<file path="config.mk">
export PLATFORM = sky130hd
export DESIGN_NAME = shift_issue_stage
export DESIGN_NICKNAME = d
export VERILOG_FILES = /design/src/rtl/cpu_defs_pkg.sv /design/src/rtl/shift_decode.sv /design/src/rtl/shift_issue_stage.sv
export SDC_FILE = /design/constraint.sdc
export NUM_CORES = 1
export LEC_CHECK = 0
export ABC_AREA = 1
export CAP_MARGIN = 5
export CORE_ASPECT_RATIO = 0.7
export CORE_MARGIN = 2
export CORE_UTILIZATION = 52
export CTS_BUF_LIST = sky130_fd_sc_hd__clkbuf_8
export CTS_CLUSTER_DIAMETER = 30
export CTS_CLUSTER_SIZE = 16
export DETAILED_ROUTE_END_ITERATION = 10
export PLACE_DENSITY = 0.87
export SYNTH_ARGS = -nofsm -noshare
export SYNTH_HDL_FRONTEND = slang
export SYNTH_SLANG_ARGS = --single-unit
export TNS_END_PERCENT = 30
</file>
<file path="constraint.sdc">
create_clock -name clk -period 3.4 [get_ports clk]
set_input_delay 0.68 -clock clk [delete_from_list [all_inputs] [get_ports clk]]
set_output_delay 0.68 -clock clk [all_outputs]
set_load 0.05 [all_outputs]
</file>
<file path="src/rtl/cpu_defs_pkg.sv">
// Shared CPU definitions: shift funct codes, shifter op encoding, widths and the issue payload.
package cpu_defs;

  localparam int unsigned DATA_W  = 32;
  localparam int unsigned SHAMT_W = 5;
  localparam int unsigned REG_W   = 5;
  localparam int unsigned FUNCT_W = 6;

  localparam logic [FUNCT_W-1:0] FUNCT_SLL  = 6'b000000;
  localparam logic [FUNCT_W-1:0] FUNCT_SRL  = 6'b000010;
  localparam logic [FUNCT_W-1:0] FUNCT_SRA  = 6'b000011;
  localparam logic [FUNCT_W-1:0] FUNCT_SLLV = 6'b000100;
  localparam logic [FUNCT_W-1:0] FUNCT_SRLV = 6'b000110;
  localparam logic [FUNCT_W-1:0] FUNCT_SRAV = 6'b000111;

  typedef enum logic [1:0] {
    OP_SLL = 2'b00,
    OP_SRL = 2'b01,
    OP_SRA = 2'b10,
    OP_RSV = 2'b11
  } shift_op_e;

  typedef enum logic [1:0] {
    ST_EMPTY = 2'b00,
    ST_ONE   = 2'b01,
    ST_TWO   = 2'b10
  } buf_state_e;

  typedef struct packed {
    logic [DATA_W-1:0]  data_a;
    logic [SHAMT_W-1:0] shamt;
    shift_op_e          op;
    logic [REG_W-1:0]   rd;
    logic               wb_en;
    logic               illegal;
  } issue_pkt_t;

endpackage

</file>
<file path="src/rtl/shift_decode.sv">
// Combinational R-type shift decode: op, shift-amount source, write-back enable, illegal flag.
module shift_decode
  import cpu_defs::*;
(
  input  logic [FUNCT_W-1:0] funct,
  input  logic [SHAMT_W-1:0] shamt,
  input  logic [SHAMT_W-1:0] rs_lo,
  input  logic [DATA_W-1:0]  rt_data,
  input  logic [REG_W-1:0]   rd,
  output issue_pkt_t         pkt_c
);

  always_comb begin
    pkt_c         = '0;
    pkt_c.data_a  = rt_data;
    pkt_c.rd      = rd;
    pkt_c.op      = OP_RSV;
    pkt_c.illegal = 1'b1;
    case (funct)
      FUNCT_SLL:  begin pkt_c.op = OP_SLL; pkt_c.shamt = shamt; pkt_c.illegal = 1'b0; end
      FUNCT_SRL:  begin pkt_c.op = OP_SRL; pkt_c.shamt = shamt; pkt_c.illegal = 1'b0; end
      FUNCT_SRA:  begin pkt_c.op = OP_SRA; pkt_c.shamt = shamt; pkt_c.illegal = 1'b0; end
      FUNCT_SLLV: begin pkt_c.op = OP_SLL; pkt_c.shamt = rs_lo; pkt_c.illegal = 1'b0; end
      FUNCT_SRLV: begin pkt_c.op = OP_SRL; pkt_c.shamt = rs_lo; pkt_c.illegal = 1'b0; end
      FUNCT_SRAV: begin pkt_c.op = OP_SRA; pkt_c.shamt = rs_lo; pkt_c.illegal = 1'b0; end
      default:    ;
    endcase
    pkt_c.wb_en = !pkt_c.illegal && (rd != '0);
  end

endmodule

</file>
<file path="src/rtl/shift_issue_stage.sv">
// ID->EX issue stage for shifts with a 2-entry skid buffer and registered ready.
// Optional perf counters (perf_issued, perf_stall) enabled by defining SHIFT_ISSUE_PERF_EN.
module shift_issue_stage
  import cpu_defs::*;
#(
  parameter int unsigned DATA_W_P  = DATA_W,
  parameter int unsigned SHAMT_W_P = SHAMT_W,
  parameter int unsigned REG_W_P   = REG_W
) (
  input  logic                 clk,
  input  logic                 rst_n,
  input  logic                 flush,
  input  logic                 in_valid,
  output logic                 in_ready,
  input  logic [5:0]           in_funct,
  input  logic [SHAMT_W_P-1:0] in_shamt,
  input  logic [DATA_W_P-1:0]  in_rs_data,
  input  logic [DATA_W_P-1:0]  in_rt_data,
  input  logic [REG_W_P-1:0]   in_rd,
  output logic                 out_valid,
  input  logic                 out_ready,
  output logic [DATA_W_P-1:0]  out_data_a,
  output logic [SHAMT_W_P-1:0] out_shamt,
  output logic [1:0]           out_op,
  output logic [REG_W_P-1:0]   out_rd,
  output logic                 out_wb_en,
  output logic                 out_illegal
`ifdef SHIFT_ISSUE_PERF_EN
  ,
  output logic [31:0]          perf_issued,
  output logic [31:0]          perf_stall
`endif
);

  buf_state_e state_q, state_d;
  issue_pkt_t main_q, skid_q, dec_pkt;
  logic       in_ready_q, out_valid_q;
  logic       accept, pop;
  logic       load_main, main_from_skid, load_skid;
  logic       unused_rs_hi;

  // Only rs[4:0] can ever be a shift amount.
  assign unused_rs_hi = ^in_rs_data[DATA_W_P-1:SHAMT_W_P];

  shift_decode u_decode (
    .funct   (in_funct),
    .shamt   (in_shamt),
    .rs_lo   (in_rs_data[SHAMT_W_P-1:0]),
    .rt_data (in_rt_data),
    .rd      (in_rd),
    .pkt_c   (dec_pkt)
  );

  assign accept = in_valid & in_ready_q;
  assign pop    = out_valid_q & out_ready;

  always_ff @(posedge clk or negedge rst_n) begin
    if (!rst_n) begin
      state_q     <= ST_EMPTY;
      in_ready_q  <= 1'b1;
      out_valid_q <= 1'b0;
    end else begin
      state_q     <= state_d;
      in_ready_q  <= (state_d != ST_TWO);
      out_valid_q <= (state_d != ST_EMPTY);
    end
  end

  // Next state and buffer moves; flush wins over any same-cycle accept or pop.
  always_comb begin
    state_d        = state_q;
    load_main      = 1'b0;
    main_from_skid = 1'b0;
    load_skid      = 1'b0;
    if (flush) begin
      state_d = ST_EMPTY;
    end else begin
      case (state_q)
        ST_EMPTY: if (accept) begin
          load_main = 1'b1;
          state_d   = ST_ONE;
        end
        ST_ONE: begin
          if (accept && pop) begin
            load_main = 1'b1;
          end else if (accept) begin
            load_skid = 1'b1;
            state_d   = ST_TWO;
          end else if (pop) begin
            state_d = ST_EMPTY;
          end
        end
        ST_TWO: if (pop) begin
          main_from_skid = 1'b1;
          state_d        = ST_ONE;
        end
        default: state_d = ST_EMPTY;
      endcase
    end
  end

  always_ff @(posedge clk or negedge rst_n) begin
    if (!rst_n) begin
      main_q <= '0;
      skid_q <= '0;
    end else begin
      if (load_main)           main_q <= dec_pkt;
      else if (main_from_skid) main_q <= skid_q;
      if (load_skid)           skid_q <= dec_pkt;
    end
  end

  assign in_ready    = in_ready_q;
  assign out_valid   = out_valid_q;
  assign out_data_a  = main_q.data_a;
  assign out_shamt   = main_q.shamt;
  assign out_op      = main_q.op;
  assign out_rd      = main_q.rd;
  assign out_wb_en   = main_q.wb_en;
  assign out_illegal = main_q.illegal;

`ifdef SHIFT_ISSUE_PERF_EN
  // Free-running wrap-around counters; flush leaves them alone.
  always_ff @(posedge clk or negedge rst_n) begin
    if (!rst_n) begin
      perf_issued <= '0;
      perf_stall  <= '0;
    end else begin
      if (pop)                     perf_issued <= perf_issued + 32'd1;
      if (in_valid && !in_ready_q) perf_stall  <= perf_stall + 32'd1;
    end
  end
`endif

endmodule

</file>
**Yosys cells after proc, flatten, opt, wreduce, memory -nomap -nowiden**

Index checks and enable logic that the tools add are counted.

- ROM bits: 0
- Memories: 0
- Output and inout bits: 48
- Bits in writable memories: 0
- Latch bits: 0
- Input port bits: 85
- Flip-flop bits (word level): 96

- Multiplexer cells: 21
- Bitwise logic cells: 2
- Reduce and logical (&&, ||, !) cells: 8
- Add/sub/neg operators: 0
- Magnitude comparators: 0
- Equal/unequal tests: 8
- Multipliers: 0
- Shifts and indexed selects: 0
- Div/mod/pow operators: 0

Operator list:

| cell | number |
|---|---|
| $mux 46 | 2 |
| $pmux 7 s6 | 1 |
| $eq 6x3->1 const B | 3 |
| $eq 6x2->1 const B | 2 |
| $mux 2 | 6 |
| $mux 1 | 10 |
| $logic_not 6->1 | 1 |
| $pmux 2 s3 | 1 |
| $reduce_or 6->1 | 1 |
| $reduce_bool 5->1 | 1 |
| $reduce_bool 2->1 | 2 |
| $and 1x1->1 | 2 |
| $eq 2x1->1 const B | 1 |
| $eq 2x2->1 const B | 1 |
| $logic_and 1x1->1 | 2 |
| $logic_not 2->1 | 1 |
| $ne 2x2->1 const B | 1 |
| $pmux 1 s2 | 1 |

**Logic depth before layout (Yosys ltp)**

Gate-level depths: netlist (run 1).

- Depth in word-level cells: 7
- Depth in mapped cells: 9
- Mapped depth without buffers: 8

**Modules after synthesis**

A second synthesis (run 1) with hierarchy kept.

- Cell total of the unflattened synthesis: 633
- Area total of the unflattened synthesis: 4919.7 sq um

By module, submodules not included:

| module | instances | cells an instance | area each (sq um) |
|---|---|---|---|
| shift_issue_stage | 1 | 563 | 4466.8 |
| shift_decode | 1 | 70 | 452.9 |

**Worst setup path before layout (run 1)**

No wires, ideal clock.

- Kind: register to register
- From: register in_ready_q, in the netlist in_ready
- To: register skid_q[17] in the netlist's numbering
- Path buffers: 2
- Data arrival time: 1493 ps
- Library setup time: 121 ps
- Period minus slack after synthesis: 1614 ps
- Path slack: 1786 ps
- Stages on the path, launching flop included: 8
- Cells stage by stage: dfstp_2 nand2_1 inv_1 nand2_1 nor2_2 buf_4 buf_2 o21ai_1

- Longest elaborated chain between the ends: 5
- Elaborated cells on any way between the ends: 6

RTL lines:

| item | RTL line | RTL |
|---|---|---|
| start: declaration | shift_issue_stage.sv:37 | `logic in_ready_q, out_valid_q;` |
| start signal: assignment | shift_issue_stage.sv:64 | `in_ready_q <= (state_d != ST_TWO);` |
| $and 1x1->1 (*) | shift_issue_stage.sv:54 | `assign accept = in_valid & in_ready_q;` |
| $mux 1 or $logic_and 1x1->1 (tied branches) | shift_issue_stage.sv:86, shift_issue_stage.sv:84 |  |
| $mux 1 (*) | shift_issue_stage.sv:84 | `if (accept && pop) begin` |
| $mux 1 (*) | shift_issue_stage.sv:78 | `case (state_q)` |
| $mux 1 (*) | shift_issue_stage.sv:75 | `if (flush) begin` |
| end signal: assignment | shift_issue_stage.sv:109 | `if (load_skid) skid_q <= dec_pkt;` |
| end: declaration | shift_issue_stage.sv:36 | `issue_pkt_t main_q, skid_q, dec_pkt;` |

Every way passes the cells marked *; elsewhere a longest branch is shown, timed or not.
A chain may end at the register's enable or synchronous reset.

**Final worst setup path (run 1)**

- From: register in_ready_q, in the netlist in_ready
- To: output port in_ready

RTL lines:

| item | RTL line | RTL |
|---|---|---|
| end: declaration | shift_issue_stage.sv:14 | `output logic in_ready,` |

No word-level cell between the ends.

==> out/metrics.yaml, run 1 <==
status: "finished clean"
path_max_fanout: 2
final_period_minus_worst_setup_slack_ps: 2370
drc: 0
slew_viol_final: 0
synth_warnings: 0
relSlewSlack: 0.422
start_util: 0.545
crit_family: "buffers and inverters"
grt_pass1_vias: 3801
fin_skew_ps: 9.71
ys_ff_latch: 96
dieArea_sq_um: 9160
syn-num-nets: 630
critPathBufInv: 1
synth_cell_type_count: 24
vias_per_cell: 5.15
num-fill-cells: 630
final_cell_mix: "202 x nand2_1, 104 x clkdlybuf4s50_1, 95 x dfrtp_1"
h-tree-depth: 3
cts_sinks: 96
post-place-cells: 729
path_clk_slew_ps: 90
io_pins: 133
powerDensity_nw_per_um2: 865
globalplace.congestion: 0.777
fin_setup_tns_ps: 0
crit_type: "register to output port"
tightest_slew_ps: 866
ys.flop_type: "dfrtp_1"
grt.total_usage: 0.239
fin_util: 0.699
final_common_cell: "nand2_1"
grt_first_pass_wirelength_mm: 17.2
start_kind: "register"
n_antenna_cell: 0
netlist_area_sq_um: 4370
syn_inst: 545
post_cts_buffers: 0
cpPeakStageDelay_ps: 790
clock.fmax_mhz: 422
drt-wirelength-per-cell_um: 14.0
p_leak_nw: 2.74
grt_max_degree: 50
path_cells: "clkdlybuf4s50_1"
drtIter0Drc: 272
hold_buffers: 0
fin_cells: 745
gr-total-overflow: 0
drive_above_1_share: 0.0481
syn-mean-instance-area_sq_um: 8.01
routed_wirelength_mm: 10.4
min_path_type: "primary input to asynchronous set/reset pin"
power_w: 0.00484
die_y_um: 80.7
async_reset_ff_frac: 1.00
final_area_sq_um: 5600
setup.worst_path.end_class: "output port"
io_buffer_count: 105
rsz0062_at_grt: "false"
crit_slowest_cell: "clkdlybuf4s50_1"
arrival_ps: 1690
die_w_um: 114
vdd.ir_drop.worst_mv: 0.586
final_nets: 724
synth_enable_flop_cells: 0
core_area_sq_um: 8010
max-cap-violations: 0
antenna_left: 0
cts_root_buffer: "clkbuf_8"
dpl_cell_area_sq_um: 5430
finalHoldViolCount: 0
antenna_found_initial: 0
insertion_delay_ps: 350
cts_resized: 0
required_ps: 2720
via_count: 3839
syn2layout_area_growth_pct: 28.2
first_pass_iters: 5
cts_buffers: 9
post-route-period-util: 0.697
finalSetupViolations: 0
cts.path.max_buffers: 2
dp_hpwl_mm: 6.97
rows: 27
cts_tree: "built"
yosysSeqAreaShare: 0.550
per-layer routing:
layer  track usage  part of all wire
met4        0.0890             0.015
met5             0                 0
met2         0.418              0.49
met3        0.0558             0.060
met1         0.293              0.43
cells by family after synthesis:
family / synth area share
and+or+nand+nor: 0.262
DFF: 0.550
AOI/OAI and AO/OA: 0.0997
buffers and inverters: 0.0877
registers in the layout (all words and copies together), names as in the netlist:
name	flops
skid_q	46
out_data_a	32
out_rd	5
out_shamt	5
out_op	2
state_q	2
in_ready	1
out_illegal	1
out_valid	1
out_wb_en	1
layout make-up:
type / instances / area (sq um) / area share
sequential: 96 / 2400 / 0.429
multi-input combinational: 365 / 1590 / 0.283
timing repair buffer: 111 / 1110 / 0.198
inverter: 56 / 210 / 0.0376
clock buffer: 10 / 138 / 0.0246
tap: 101 / 126 / 0.0226
clock inverter: 6 / 28.8 / 0.00514
path summary, 6_finish.rpt:
path | slack, ps | to | depth (start not counted) | startpoint
worst max-delay path | 1030 | in_ready | 1 | in_ready
worst min-delay path | 360 | out_rd[3] | 1 | rst_n
worst max register to register | 1500 | skid_q[34] | 7 | in_ready
worst min register to register | 480 | out_op[1] | 2 | out_op[1]
max in group asynchronous | 2380 | skid_q[38] | 2 | rst_n
min in group clk | 480 | out_op[1] | 2 | out_op[1]
Yosys cell counts (2+ instances only):
master | number | share of area
buf_4 | 6 | 0.010
buf_6 | 2 | 0.0052
nand3_1 | 18 | 0.021
o21ai_0 | 31 | 0.036
buf_2 | 15 | 0.017
a21oi_1 | 3 | 0.0034
nand4_1 | 10 | 0.014
inv_2 | 3 | 0.0026
dfrtp_1 | 95 | 0.54
inv_1 | 53 | 0.046
clkbuf_1 | 4 | 0.0034
nand3_4 | 2 | 0.0080
nand2_1 | 202 | 0.17
nor2_1 | 39 | 0.034
o21ai_1 | 53 | 0.061
metrics by stage:
| step | hold slack [ps] | setup WS (ps) |
|---|---|---|
| 5_1_grt | 388 | 985 |
| 4_1_cts | 352 | 1010 |
| 2_1_floorplan | 384 | 1790 |
| 3_5_place_dp | 465 | 832 |
| 3_3_place_gp | 462 | 940 |
| 6_report | 356 | 1030 |
power by group:
part           switching (W)  leakage, nW  total (W)  internal, W
combinational        0.00154         1.46    0.00232     0.000778
sequential          0.000234         1.18    0.00188      0.00164
clock               0.000371       0.0958   0.000647     0.000276
No activity file was read; power rests on OpenSTA's default activity.
==> run 2, diff against run 1 <==
--- a/config.mk
+++ b/config.mk
@@ -9,12 +9,12 @@
 export CAP_MARGIN = 5
 export CORE_ASPECT_RATIO = 0.7
 export CORE_MARGIN = 2
-export CORE_UTILIZATION = 52
+export CORE_UTILIZATION = 49
 export CTS_BUF_LIST = sky130_fd_sc_hd__clkbuf_8
 export CTS_CLUSTER_DIAMETER = 30
 export CTS_CLUSTER_SIZE = 16
 export DETAILED_ROUTE_END_ITERATION = 10
-export PLACE_DENSITY = 0.87
+export PLACE_DENSITY = 0.83
 export SYNTH_ARGS = -nofsm -noshare
 export SYNTH_HDL_FRONTEND = slang
 export SYNTH_SLANG_ARGS = --single-unit
==> constraint.sdc (replaced) <==
create_clock -name clk -period 2.25 [get_ports clk]
set_input_delay 0.45 -clock clk [delete_from_list [all_inputs] [get_ports clk]]
set_output_delay 0.45 -clock clk [all_outputs]
set_load 0.05 [all_outputs]
==> run 2 against run 1 <==
  * Global-route usage fell by 1.4 points
  * Highest routed layer unchanged
  * Critical path depth did not move
  * Critical endpoint unchanged
  * Sequential share of layout area fell by 1.2 points
  * Clock skew fell by 2.3 ps
  * Cell count rose by 3.4%
  * Largest cell class unchanged
  * Die area rose by 5.9%
  * Flip-flop and latch count did not move
  * Power rose by 56%
  * Sequential power rose by 51%
==> out/metrics.yaml, run 2 (synthesized netlist as in run 1, its figures left out) <==
final_period_minus_worst_setup_slack_ps: 2140
powerDensity_nw_per_um2: 1310  # was 865 nW/um^2
largest_reg_flops: 46  # unchanged
drc: 0  # unchanged
dp_worst_setup_slack_ps: 170  # was 832 ps
finalSetupViolations: 0  # unchanged
globalplace.congestion: 0.731  # was 0.777
post-route-period-util: 0.953
cts_sinks: 96  # unchanged
cts_buffers: 9  # unchanged
path_cells: "clkdlybuf4s50_1"  # unchanged
drtIter0Drc: 310  # was 272
gr-total-overflow: 0  # unchanged
syn2layout_area_growth_pct: 31.9  # was 28.2%
regMostFlops: "skid_q"  # unchanged
hold_buffers: 0  # unchanged
status: "finished clean"  # unchanged
setup.worst_path.end_class: "output port"  # unchanged
insertion_delay_ps: 360  # was 350 ps
antenna_found_initial: 0  # unchanged
n_antenna_cell: 0  # unchanged
fin_setup_tns_ps: 0  # unchanged
dp_hpwl_mm: 7.03  # was 6.97 mm
rsz0062_at_grt: "false"  # unchanged
crit_family: "buffers and inverters"  # unchanged
crit_slowest_cell: "clkdlybuf4s50_1"  # unchanged
grt_first_pass_wirelength_mm: 17.3  # was 17.2 mm
r2r_slack_ps: 660  # was 1500 ps
cts_resized: 0  # unchanged
slew_viol_final: 0  # unchanged
drive_above_1_share: 0.0600  # was 0.0481
die_y_um: 83.0  # was 80.7 um
final_nets: 730  # was 724
relSlewSlack: 0.590  # was 0.422
die_w_um: 117  # was 114 um
path_max_fanout: 2  # unchanged
tightest_slew_ps: 615  # was 866 ps
rows: 28  # was 27
io_pins: 133  # unchanged
critPathBufInv: 1  # unchanged
antenna_left: 0  # unchanged
vdd.ir_drop.worst_mv: 0.833  # was 0.586 mV
clock.fmax_mhz: 466
vias_per_cell: 4.98  # was 5.15
post_cts_buffers: 0  # unchanged
fin_util: 0.674  # was 0.699
io_buffer_count: 105  # unchanged
dieArea_sq_um: 9690  # was 9160 sq um
finalHoldViolCount: 0  # unchanged
via_count: 3834  # was 3,839
drt-wirelength-per-cell_um: 13.2  # was 14.0 um
first_pass_iters: 4  # was 5
grt_max_degree: 63  # was 50
max-cap-violations: 0  # unchanged
h-tree-depth: 3  # unchanged
path_clk_slew_ps: 90  # about the same
start_util: 0.511  # was 0.545
cts.path.max_buffers: 2  # unchanged
final_common_cell: "nand2_1"  # unchanged
worst_slack_ps: 105  # was 1030 ps
required_ps: 1800  # was 2720 ps
p_leak_nw: 2.79  # was 2.74 nW
final_cell_mix: "202 x nand2_1, 104 x clkdlybuf4s50_1, 95 x dfrtp_1"  # unchanged
cts_tree: "built"  # unchanged
routed_wirelength_mm: 10.1  # was 10.4 mm
cpPeakStageDelay_ps: 800  # was 790 ps
core_area_sq_um: 8550  # was 8010 sq um
min_path_type: "primary input to asynchronous set/reset pin"  # unchanged
crit_type: "register to output port"  # unchanged
arrival_ps: 1690  # about the same
fin_skew_ps: 7.40  # was 9.71 ps
grt_pass1_vias: 3870  # was 3,801
start_kind: "register"  # unchanged
grt.total_usage: 0.225  # was 0.239
cts_root_buffer: "clkbuf_8"  # unchanged
## run 2: changes by cell type in the layout (fill, tap and decap cells not counted)
cell	previous run	this run
buf_12	1	4
buf_4	6	9
bufinv_16	0	2
inv_1	56	54
clkinv_2	2	1
clkinvlp_4	1	2
## run 2: report_power, final
part / leakage, nW / total (W) / switching [W] / internal (W)
clock: 0.110 / 0.00124 / 0.000587 / 0.000650
combinational: 1.50 / 0.00351 / 0.00231 / 0.00120
sequential: 1.18 / 0.00283 / 0.000345 / 0.00248
total: 2.79 / 0.00757 / 0.00324 / 0.00433
## run 2: path summary, 6_finish.rpt
path	cells past startpoint	start	end
min in group clk	2	out_illegal	out_illegal
max in group asynchronous	2	rst_n	skid_q[34]
hold / removal	1	rst_n	skid_q[22]
hold reg to reg	2	out_illegal	out_illegal
setup / recovery	1	in_ready	in_ready
setup reg to reg	8	in_ready	out_data_a[26]
## run 2: routing by layer
metal	routed length, um	GRT usage	vias up
met5	0	0	-
met3	538	0.0613	19
li1	-	-	1895
met4	161	0.0791	0
met1	4590	0.295	1814
met2	4840	0.360	106
## run 2: stage by stage
stage | area, sq um | std cells | hold slack (ps) | total power [W]
2_1_floorplan | 4370 | 545 | 154 | 0.00515
6_report | 5760 | 770 | 78.8 | 0.00757
3_5_place_dp | 5540 | 754 | 470 | 0.00638
4_1_cts | 5760 | 770 | 86.0 | 0.00765
5_1_grt | 5760 | 770 | 103 | 0.00807
3_3_place_gp | 5540 | 754 | 461 | 0.00626
## run 2: final cells by class
type	count	area, sq um
repair buffers	117	1190
well taps	120	150
clock buffers	10	138
clock inverters	6	83.8
fillers	738	2790
multi-input cells	365	1590
flip-flops and latches	96	2400
inverters	56	210
